--- config.mk ---
export PLATFORM = sky130hd
export DESIGN_NAME = seq_mul_acc
export DESIGN_NICKNAME = d
export VERILOG_FILES = /design/src/rtl/seq_mul_pkg.sv /design/src/rtl/mul_digit.sv /design/src/rtl/seq_mul_acc.sv
export SDC_FILE = /design/constraint.sdc
export NUM_CORES = 1
export LEC_CHECK = 0
export BUFFER_PORTS_ARGS = -buffer_cell sky130_fd_sc_hd__buf_2
export CAP_MARGIN = 10
export CORE_MARGIN = 8
export CORE_UTILIZATION = 60
export CTS_BUF_LIST = sky130_fd_sc_hd__clkbuf_4 sky130_fd_sc_hd__clkbuf_8
export DETAILED_ROUTE_END_ITERATION = 10
export PLACE_DENSITY = 0.83
export SYNTH_ARGS = -nofsm -noshare
export SYNTH_HDL_FRONTEND = slang
export SYNTH_SLANG_ARGS = --single-unit
--- constraint.sdc ---
create_clock -name clk -period 4.3 [get_ports clk]
set_input_delay 0.43 -clock clk [delete_from_list [all_inputs] [get_ports clk]]
set_output_delay 0.43 -clock clk [all_outputs]
set_load 0.02 [all_outputs]
--- src/rtl/seq_mul_pkg.sv ---
// Shared definitions for the digit-serial multiply-accumulate block:
// FSM state encoding and the digit-count helper.
package seq_mul_pkg;

    typedef enum logic [1:0] {
        IDLE = 2'd0,
        RUN  = 2'd1,
        DONE = 2'd2
    } state_t;

    function automatic int calc_k(input int width, input int digit);
        return width / digit;
    endfunction

endpackage

--- src/rtl/mul_digit.sv ---
// Combinational DIGIT x DIGIT unsigned multiplier producing one partial product.
module mul_digit #(
    parameter int DIGIT = 2
) (
    input  logic [DIGIT-1:0]   a,
    input  logic [DIGIT-1:0]   b,
    output logic [2*DIGIT-1:0] p
);

    assign p = (2*DIGIT)'(a) * (2*DIGIT)'(b);

endmodule

--- src/rtl/seq_mul_acc.sv ---
// Digit-serial unsigned multiply-accumulate: one DIGIT x DIGIT partial product
// per cycle for K*K cycles, added into a 2*WIDTH accumulator with carry-out tracking.
module seq_mul_acc
    import seq_mul_pkg::*;
#(
    parameter int WIDTH = 8,
    parameter int DIGIT = 2
) (
    input  logic               clk,
    input  logic               rst,
    input  logic               start,
    input  logic               acc_mode,
    input  logic [WIDTH-1:0]   a,
    input  logic [WIDTH-1:0]   b,
    output logic               busy,
    output logic               done,
    output logic [2*WIDTH-1:0] out,
    output logic               ovf
);

    localparam int K     = calc_k(WIDTH, DIGIT);
    localparam int IDX_W = (K > 1) ? $clog2(K) : 1;
    localparam int PW    = 2 * WIDTH;
    localparam logic [IDX_W-1:0] LAST = IDX_W'(K - 1);

    state_t              r_state;
    state_t              w_next;
    logic [WIDTH-1:0]    r_a;
    logic [WIDTH-1:0]    r_b;
    logic [IDX_W-1:0]    r_i;
    logic [IDX_W-1:0]    r_j;
    logic [PW-1:0]       r_out;
    logic                r_ovf;
    logic                r_busy;
    logic                r_done;
    logic                w_busy_nxt;
    logic                w_done_nxt;
    logic                w_accept;
    logic                w_last;
    logic [DIGIT-1:0]    w_a_dig;
    logic [DIGIT-1:0]    w_b_dig;
    logic [2*DIGIT-1:0]  w_prod;
    logic [31:0]         w_shamt;
    logic [PW-1:0]       w_term;
    logic [PW:0]         w_sum;

    assign w_accept = start && ((r_state == IDLE) || (r_state == DONE));
    assign w_last   = (r_i == LAST) && (r_j == LAST);

    // j walks the multiplicand digits, i the multiplier digits
    assign w_a_dig  = r_a[int'(r_j) * DIGIT +: DIGIT];
    assign w_b_dig  = r_b[int'(r_i) * DIGIT +: DIGIT];

    mul_digit #(
        .DIGIT (DIGIT)
    ) u_mul_digit (
        .a (w_a_dig),
        .b (w_b_dig),
        .p (w_prod)
    );

    // Sum is one bit wider than the accumulator so the carry-out is visible
    assign w_shamt = 32'(DIGIT) * (32'(r_i) + 32'(r_j));
    assign w_term  = PW'(w_prod) << w_shamt;
    assign w_sum   = {1'b0, r_out} + {1'b0, w_term};

    // State register
    always_ff @(posedge clk or negedge rst) begin
        if (!rst) begin
            r_state <= IDLE;
        end else begin
            r_state <= w_next;
        end
    end

    // Next-state decode
    always_comb begin
        w_next = r_state;
        case (r_state)
            IDLE: begin
                if (start) w_next = RUN;
                else       w_next = IDLE;
            end
            RUN: begin
                if (w_last) w_next = DONE;
                else        w_next = RUN;
            end
            DONE: begin
                if (start) w_next = RUN;
                else       w_next = IDLE;
            end
            default: w_next = IDLE;
        endcase
    end

    // Status decode from the upcoming state so busy/done can be registered
    always_comb begin
        w_busy_nxt = 1'b0;
        w_done_nxt = 1'b0;
        case (w_next)
            RUN:     w_busy_nxt = 1'b1;
            DONE:    w_done_nxt = 1'b1;
            default: begin
                w_busy_nxt = 1'b0;
                w_done_nxt = 1'b0;
            end
        endcase
    end

    // Registered status outputs
    always_ff @(posedge clk or negedge rst) begin
        if (!rst) begin
            r_busy <= 1'b0;
            r_done <= 1'b0;
        end else begin
            r_busy <= w_busy_nxt;
            r_done <= w_done_nxt;
        end
    end

    // Operand latch, digit indices and accumulator
    always_ff @(posedge clk or negedge rst) begin
        if (!rst) begin
            r_a   <= {WIDTH{1'b0}};
            r_b   <= {WIDTH{1'b0}};
            r_i   <= {IDX_W{1'b0}};
            r_j   <= {IDX_W{1'b0}};
            r_out <= {PW{1'b0}};
            r_ovf <= 1'b0;
        end else if (w_accept) begin
            r_a   <= a;
            r_b   <= b;
            r_i   <= {IDX_W{1'b0}};
            r_j   <= {IDX_W{1'b0}};
            r_ovf <= 1'b0;
            if (!acc_mode) begin
                r_out <= {PW{1'b0}};
            end
        end else if (r_state == RUN) begin
            r_out <= w_sum[PW-1:0];
            r_ovf <= r_ovf | w_sum[PW];
            if (w_last) begin
                r_i <= {IDX_W{1'b0}};
                r_j <= {IDX_W{1'b0}};
            end else if (r_j == LAST) begin
                r_j <= {IDX_W{1'b0}};
                r_i <= r_i + IDX_W'(1);
            end else begin
                r_j <= r_j + IDX_W'(1);
            end
        end
    end

    assign busy = r_busy;
    assign done = r_done;
    assign out  = r_out;
    assign ovf  = r_ovf;

endmodule

Yosys cells after proc, flatten, opt, wreduce, memory -nomap -nowiden
Index checks and enable logic that the tools add are counted.
- $add $sub $neg: 4
- multipliers: 1
- equality and inequality tests: 7
- shift operators: 3
- mux-type cells: 18
- bitwise gates (word level): 1
- reductions and logical operators: 9
- operators by type and width (operator ; count):
    $mux W16 ; 3
    $mux W2 ; 9
    $add A16 B16 Y17 ; 1
    $shiftx A8 B4 Y2 ; 2
    $shl A4 B4 Y16 ; 1
    $eq A2 B2 Y1 const B ; 4
    $mux W1 ; 5
    $add A2 B1 Y2 const B ; 2
    $eq A2 B1 Y1 const B ; 2
    $mul A2 B2 Y4 ; 1
    $pmux W2 S2 ; 1
    $reduce_and A2 Y1 ; 2
    $add A2 B2 Y3 ; 1
    $reduce_bool A3 Y1 ; 1
    $logic_and A1 B1 Y1 ; 2
    $logic_not A2 Y1 ; 1
    $ne A2 B2 Y1 const B ; 1
    $reduce_bool A2 Y1 ; 1
    $reduce_or A2 Y1 ; 1
    $logic_or A1 B1 Y1 ; 1
    $or A1 B1 Y1 ; 1
- flip-flop bits (word level): 41
- word-level logic and storage cells: 52

Logic depth before layout (Yosys ltp)
Gate-level depths: netlist (run 1).
- word-level depth: 7
- gate-level depth with buffers: 14
- depth with buffers taken out: 13

Modules after synthesis
A second synthesis (run 1) with hierarchy kept.
- cell total of the unflattened synthesis: 299
- area total of the unflattened synthesis: 2648.8 um2
- modules (own cells, without submodules) (module ; times used ; cells an instance ; area an instance (um2) ; seq. area each (um2)):
    seq_mul_acc ; 1 ; 293 ; 2598.7 ; 1026.0
    mul_digit ; 1 ; 6 ; 50.0 ; 0.0

Worst setup path before layout (run 1)
Ideal clock, no wire load.
- kind: flip-flop to flip-flop
- start point: reg r_j[0]
- end point: reg r_out[10] (netlist: out[10])
- library setup time: 0.122 ns
- arrival: 3.469 ns
- slack: 0.709 ns
- cell stages (with the launch flop): 14
- path buffers: 0
- clock period less this slack: 3.591 ns
- path through: dfrtp_1 > mux4_2 > and2_1 > ha_1 > ha_1 > nor2b_1 > a31oi_1 > nor2_1 > ha_1 > nor2b_1 > o2111ai_1 > a21oi_2 > or3_1 > a32o_1
- cells in the longest elaborated chain, start to end: 6
- ends and longest elaborated chain (what ; line ; RTL):
    from (decl) ; seq_mul_acc.sv:31 ; logic [IDX_W-1:0] r_j;
    from (signal assigned) ; seq_mul_acc.sv:127 ; r_j <= {IDX_W{1'b0}};
    from (signal assigned) ; seq_mul_acc.sv:134 ; r_j <= {IDX_W{1'b0}};
    from (signal assigned) ; seq_mul_acc.sv:144 ; r_j <= {IDX_W{1'b0}};
    $shiftx A8 B4 Y2 ; seq_mul_acc.sv:51 ; assign w_a_dig = r_a[int'(r_j) * DIGIT +: DIGIT];
    $mul A2 B2 Y4 ; mul_digit.sv:10 ; assign p = (2*DIGIT)'(a) * (2*DIGIT)'(b);
    $shl A4 B4 Y16 * ; seq_mul_acc.sv:64 ; assign w_term = PW'(w_prod) << w_shamt;
    $add A16 B16 Y17 * ; seq_mul_acc.sv:65 ; assign w_sum = {1'b0, r_out} + {1'b0, w_term};
    $mux W16 * ; seq_mul_acc.sv:139 ; end else if (r_state == RUN) begin
    $mux W16 * ; seq_mul_acc.sv:130 ; end else if (w_accept) begin
    to (signal assigned) ; seq_mul_acc.sv:128 ; r_out <= {PW{1'b0}};
    to (signal assigned) ; seq_mul_acc.sv:137 ; r_out <= {PW{1'b0}};
    to (signal assigned) ; seq_mul_acc.sv:140 ; r_out <= w_sum[PW-1:0];
    to (decl) ; seq_mul_acc.sv:32 ; logic [PW-1:0] r_out;
Every way passes the cells marked *; elsewhere a longest branch is shown, timed or not. The select of a mux whose other input is x is not followed.
A chain may end at the register's enable or synchronous reset.

Final worst setup path (run 1)
- start point: reg r_j[0]
- end point: reg r_out[11] (netlist: out[11])
The elaborated chain is that of the path after synthesis.

==> results of run 1 <==
[area by class of cell]
type,instances,area [µm²]
tap,52,65.1
inverter,9,33.8
clock inverter,3,25.0
clock buffer,5,68.8
multi-input combinational,252,1610
fill,349,1360
sequential,41,1030
timing repair buffer,39,201
[state kept, by name (all words and copies together) (netlist names)]
signal,cells
r_state,2
ovf,1
r_j,2
r_b,8
r_a,8
r_i,2
busy,1
done,1
out,16
[cells in the mapped netlist, types with 3 or more instances]
library cell,instances,share of area
nand2_1,80,0.11
dfrtp_1,41,0.37
ha_1,22,0.10
nor2_1,21,0.029
a21oi_1,17,0.031
o21ai_0,15,0.027
clkbuf_1,9,0.012
inv_1,9,0.012
nand3_1,8,0.015
nand2b_1,6,0.014
nor2b_1,6,0.014
nor3_1,6,0.011
a21o_1,5,0.014
and2_1,4,0.0091
mux4_2,4,0.033
xor2_1,4,0.013
a31oi_1,3,0.0069
a32o_1,3,0.011
buf_6,3,0.012
nand4_1,3,0.0069
o21bai_1,3,0.0082
o31a_1,3,0.0096
or3_1,3,0.0069
xnor2_1,3,0.0096
[cell families after synthesis]
logic type               after synthesis  synth area share
AND/OR/NAND/NOR                      143             0.230
AO/OA/AOI/OAI                         72             0.177
flip-flops                            41             0.375
adder cells (fa/ha/maj)               24             0.115
buffers and inverters                 23            0.0402
XOR/XNOR                               7            0.0224
multiplexers                           6            0.0402
[worst max-delay path, stage by stage (launching register included)]
cell and delay, ns:
dfrtp_1 0.49, mux4_2 0.58, and2_1 0.16, ha_1 0.19, ha_1 0.30, nor2b_1 0.14, a31oi_1 0.32, nor2_1 0.08
ha_1 0.34, o211ai_1 0.24, nor2_1 0.07, o31a_1 0.35, or3_1 0.33, a32o_1 0.25
[through the flow]
| step | std cells | area [µm²] | setup WS [ns] |
|---|---|---|---|
| 3_5_place_dp | 392 | 2920 | 0.279 |
| 6_report | 401 | 3030 | 0.357 |
| 3_3_place_gp | 392 | 2920 | 0.413 |
| 5_1_grt | 401 | 3030 | 0.120 |
| 4_1_cts | 400 | 3010 | 0.254 |
| 2_1_floorplan | 316 | 2740 | 0.709 |
[power groups by stage]
| stage | combinational (mW) | clock (mW) | sequential [mW] |
|---|---|---|---|
| floorplan | 0.931 | 0 | 0.754 |
| global placement | 1.24 | 0 | 0.698 |
| detailed placement | 1.29 | 0 | 0.700 |
| CTS | 1.29 | 0.277 | 0.694 |
| global route | 1.45 | 0.289 | 0.717 |
| finish | 1.30 | 0.269 | 0.694 |
[metal layers]
metal  share of wire  GRT usage  vias up  wire (µm)
li1                -          -     1182          -
met1            0.46      0.230     1107       2940
met2            0.46      0.291       76       2950
met3           0.064     0.0488       10        409
met4           0.017     0.0628        0        106
met5               0          0        -          0
[repair_timing]
action | CTS | global route
resized for setup | 0 | 1
hold buffers | 0 | 0
endpoints found under the setup margin | 0 | 1
[worst max-delay path by stage]
| stage | end | slack (ns) | depth (start not counted) |
|---|---|---|---|
| after floorplan | out[10] | 0.71 | 13 |
| after global placement | out[10] | 0.41 | 13 |
| after detailed placement | out[10] | 0.28 | 13 |
| after CTS | out[10] | 0.25 | 13 |
| after global routing | out[11] | 0.12 | 13 |
| final | out[11] | 0.36 | 13 |
==> summary.txt, run 1 <==
Status
  – Status: finished, final reports clean

Clock tree
  – Max clock buf depth: 2
  – CTS tree: yes
  – Clock tree sinks: 41
  – CTS H-tree lvls: 2
  – Postcts setup bufs: 0
  – CTS Buf Count: 5
  – Root Buffer: clkbuf_8
  – Clk_lat worst skew: 0.31 ns
  – Reg clk slew, reported paths: roughly 0.09 ns

Routing
  – Routed WL: 6.41 mm
  – Post-DR wirelength/cell: 16.0 µm
  – ANT nets after route: 0
  – Vias: 2375
  – # DRC: 0
  – DRT Pass-1 Iters: 4
  – Vias/cell: 5.92
  – DRT iter0 DRCs: 193

Global route
  – Via count of the first global-routing pass: ~2300
  – First-pass GRT wire length: 10.6 mm
  – Grt ovf: 0
  – GRT Util Overall: 0.182
  – Largest net degree at the start of global routing: 42
  – Antenna violations before repair: 0

STA
  – Fin crit period: roughly 3.9 ns
  – Period utilization: 0.917
  – Pins over their slew limit: 0
  – Min Hold Slack: 0.242 ns
  – Fmax: 0.254 GHz
  – Slew Limit Headroom: 0.401
  – Final clock skew: 0.00910 ns
  – Final hold viol count: 0
  – Slew @ Worst Pin: roughly 0.9 ns
  – RSZ-0062 raised after global routing: false
  – Endpoints failing setup: 0
  – Setup TNS: 0 ns

Floorplan
  – DIE HEIGHT: 83.5 µm
  – # rows: 24
  – Core outline area: roughly 0.0044 mm²
  – I/O pin count: 39
  – Die width: ~84 µm
  – Starting Density: 0.624
  – Die area: around 0.0070 mm²

Worst setup path
  – Reg2Reg Setup Slack: 0.36 ns
  – CP Max Fanout: 6
  – Startpoint Class: flop
  – Crit end category: flop
  – CP Data Required Time: 4.50 ns
  – RR Endpoint: out[11]
  – Critical Path Start: r_j[0]
  – Worst Reg-to-Reg Cells: 13
  – Crit path DAT: 4.14 ns
  – CP Class: reg -> reg
  – Worst r2r src: r_j[0]

Power
  – Tot Pwr: approximately 2.3 mW
  – PwrDens: about 750 mW/mm²
  – Combinational Power Share: 0.574
  – VDD IR max: 393 µV
  – Cell-internal power: 1.19 mW
  – Net Sw Frac: 0.476
  – Sequential Power Share: 0.307
  – Leakage: 1.52 nW
  – Clock power frac: 0.119
  – Switching power: between 1 and 1.5 mW

Job
  – Max Cap Viol: 0

Place
  – Placer Congestion: approximately 0.9
  – Port bufs: 38
  – HPWL after detailed placement: 4.83 mm

Synthesis
  – Synth Area per Inst: 8.66 µm²
  – EDFF count, synth: 0
  – Async SR Flop Fraction: 1.00
  – Register area share after synthesis: 0.375
  – Flops & latches, synth: 41
  – Cell variety after synth: 48
  – Ys Warns: 0
  – Post-Synthesis Cells: 316
  – Synth Cell Area: 0.00274 mm²
  – Syn nets: 360
  – Main synth FF type: dfrtp_1

Worst hold path
  – Hold Crit Class: in -> async

Final layout
  – Commonest non-fill, non-tap cell in the layout: nand2_1
  – Util after Layout: 0.691
  – Highest-count cells in the layout ignoring fill and taps: nand2_1, dfrtp_1, buf_2
  – Share of layout cells above drive strength 1: 0.163
  – Ant diodes: 0
  – # nets final: 392
  – Area growth syn-to-layout: 10.6%
Power figures use the tool's default switching activity.
==> run 2: changes to the inputs <==
Settings changed: CAP_MARGIN 10 to not set, CELL_PAD_IN_SITES_DETAIL_PLACEMENT set to 0, CELL_PAD_IN_SITES_GLOBAL_PLACEMENT set to 1, CORE_UTILIZATION 60 to 45, PLACE_DENSITY 0.83 to not set, PLACE_DENSITY_LB_ADDON set to 0.1.
==> summary.txt, run 2 (synthesis gave the netlist of run 1 again) <==
Final layout
  – # nets final: 392
  – Commonest non-fill, non-tap cell in the layout: nand2_1
  – # fillers: 588
  – Highest-count cells in the layout ignoring fill and taps: nand2_1, dfrtp_1, buf_2
  – Util after Layout: 0.517
  – Area of the multi-input gates: 0.00160 mm²
  – Ant diodes: 0
  – Share of layout cells above drive strength 1: 0.160
  – FF/Latch Area: 0.00103 mm²
  – Max FFs per register: 16
  – Area growth syn-to-layout: 11.2%

Routing
  – Post-DR wirelength/cell: 15.3 µm
  – DRT Pass-1 Iters: 4
  – Vias: 2271
  – # DRC: 0
  – Routed WL: 6.49 mm
  – Vias/cell: 5.36
  – DRT iter0 DRCs: between 100 and 150
  – ANT nets after route: 0

Worst setup path
  – Crit path DAT: between 4 and 5 ns
  – CP Data Required Time: between 4 and 5 ns
  – Worst r2r src: r_j[0]
  – Crit end category: flop
  – CP Max Fanout: 6
  – Reg2Reg Setup Slack: 0.27 ns
  – CP Class: reg -> reg
  – Worst Reg-to-Reg Cells: 13
  – RR Endpoint: out[10]
  – Startpoint Class: flop

Global route
  – Antenna violations before repair: 0
  – GRT Util Overall: 0.157
  – Largest net degree at the start of global routing: 42
  – First-pass GRT wire length: 11.0 mm
  – Grt ovf: 0
  – Via count of the first global-routing pass: 2275

Place
  – Port bufs: 38
  – HPWL after detailed placement: 4.82 mm
  – Placer Congestion: 0.874

Power
  – Sequential Power Share: 0.307
  – Leakage: ~1.5 nW
  – VDD IR max: about 280 µV
  – Combinational Power Share: 0.571
  – Cell-internal power: 1.19 mW
  – PwrDens: 738 mW/mm²
  – Clock power frac: 0.121
  – Net Sw Frac: 0.472
  – Switching power: 1.06 mW

Clock tree
  – Post_cts resized: 0
  – CTS Buf Count: 5
  – CTS tree: yes
  – Reg clk slew, reported paths: 0.09 ns
  – Postcts setup bufs: 0
  – Clk_lat worst skew: 0.30 ns
  – Clock tree sinks: 41
  – Root Buffer: clkbuf_8
  – Max clock buf depth: 2
  – CTS H-tree lvls: 2
  – Hold buffers post-CTS: 0

Floorplan
  – DIE HEIGHT: 94.0 µm
  – Die width: 94.0 µm
  – I/O pin count: 39
  – # rows: 28
  – Starting Density: 0.465
  – Core outline area: 0.00589 mm²
  – Die area: between 0.008 and 0.009 mm²

Worst hold path
  – Hold Crit Class: in -> async

STA
  – Fmax: about 0.25 GHz
  – Slew @ Worst Pin: 0.922 ns
  – Setup TNS: 0 ns
  – Slew Limit Headroom: 0.385
  – RSZ-0062 raised after global routing: false
  – Final hold viol count: 0
  – Final clock skew: 0.00828 ns
  – Endpoints failing setup: 0
  – Period utilization: 0.937
  – Fin crit period: 4.03 ns
  – Pins over their slew limit: 0

Job
  – Max Cap Viol: 0

Status
  – Status: finished, final reports clean
run 2: cell types whose count changed in the layout (fill, tap and decap cells not counted):
| cell | change |
|---|---|
| o2111ai_2 | -1 |
| buf_6 | -1 |
| buf_4 | +1 |
| o2111ai_1 | +1 |
| clkinvlp_4 | +1 |
| clkinv_4 | -1 |
| clkbuf_4 | +1 |
| inv_6 | -1 |
run 2: worst max-delay path by stage:
stage               startpoint       to  slack (ns)
floorplan               r_j[0]  out[10]        0.71
finish                  r_j[0]  out[10]        0.27
detailed placement      r_j[0]  out[10]        0.30
global placement        r_j[0]  out[10]        0.39
CTS                     r_j[0]  out[10]        0.27
global route            r_j[0]  out[10]       0.007
run 2: stage by stage:
stage               std cells  instance area (µm²)  total power [mW]  worst slack, ns  hold WS [ns]
floorplan                 316                 2740              1.68            0.709         0.134
global placement          416                 2950              1.98            0.386         0.465
detailed placement        416                 2950              2.00            0.296         0.460
CTS                       424                 3040              2.27            0.274         0.305
global route              424                 3040              2.47          0.00741         0.312
finish                    424                 3040              2.25            0.271         0.256
run 2: final cells by class:
cell class	count	share of cell area
Inverter	9	0.0111
Clock buffer	6	0.0251
Clock inverter	2	0.00493
Timing Repair Buffer	39	0.0649
Multi-Input combinational cell	252	0.526
Tap cell	75	0.0308
Sequential cell	41	0.337
run 2: critical path: stages (launching register included):
cell and delay (ns):
dfrtp_1 0.48, mux4_2 0.57, and2_1 0.17, ha_1 0.20, ha_1 0.30, nor2b_1 0.14
a31oi_1 0.32, nor2_1 0.08, ha_1 0.33, nor2b_1 0.16, o2111ai_1 0.45, a21oi_2 0.16
or3_1 0.34, a32o_1 0.25
run 2: power groups by stage:
stage | sequential (mW) | combinational (mW) | clock [mW]
global route | 0.715 | 1.46 | 0.292
floorplan | 0.754 | 0.931 | 0
CTS | 0.693 | 1.30 | 0.277
detailed placement | 0.702 | 1.30 | 0
finish | 0.690 | 1.28 | 0.273
global placement | 0.701 | 1.28 | 0
run 2: per-layer routing:
layer,share of wire,vias to the layer above,GRT usage
li1,-,1174,-
met1,0.46,1044,0.191
met2,0.48,45,0.267
met3,0.044,8,0.0384
met4,0.014,0,0.0449
met5,0,-,0
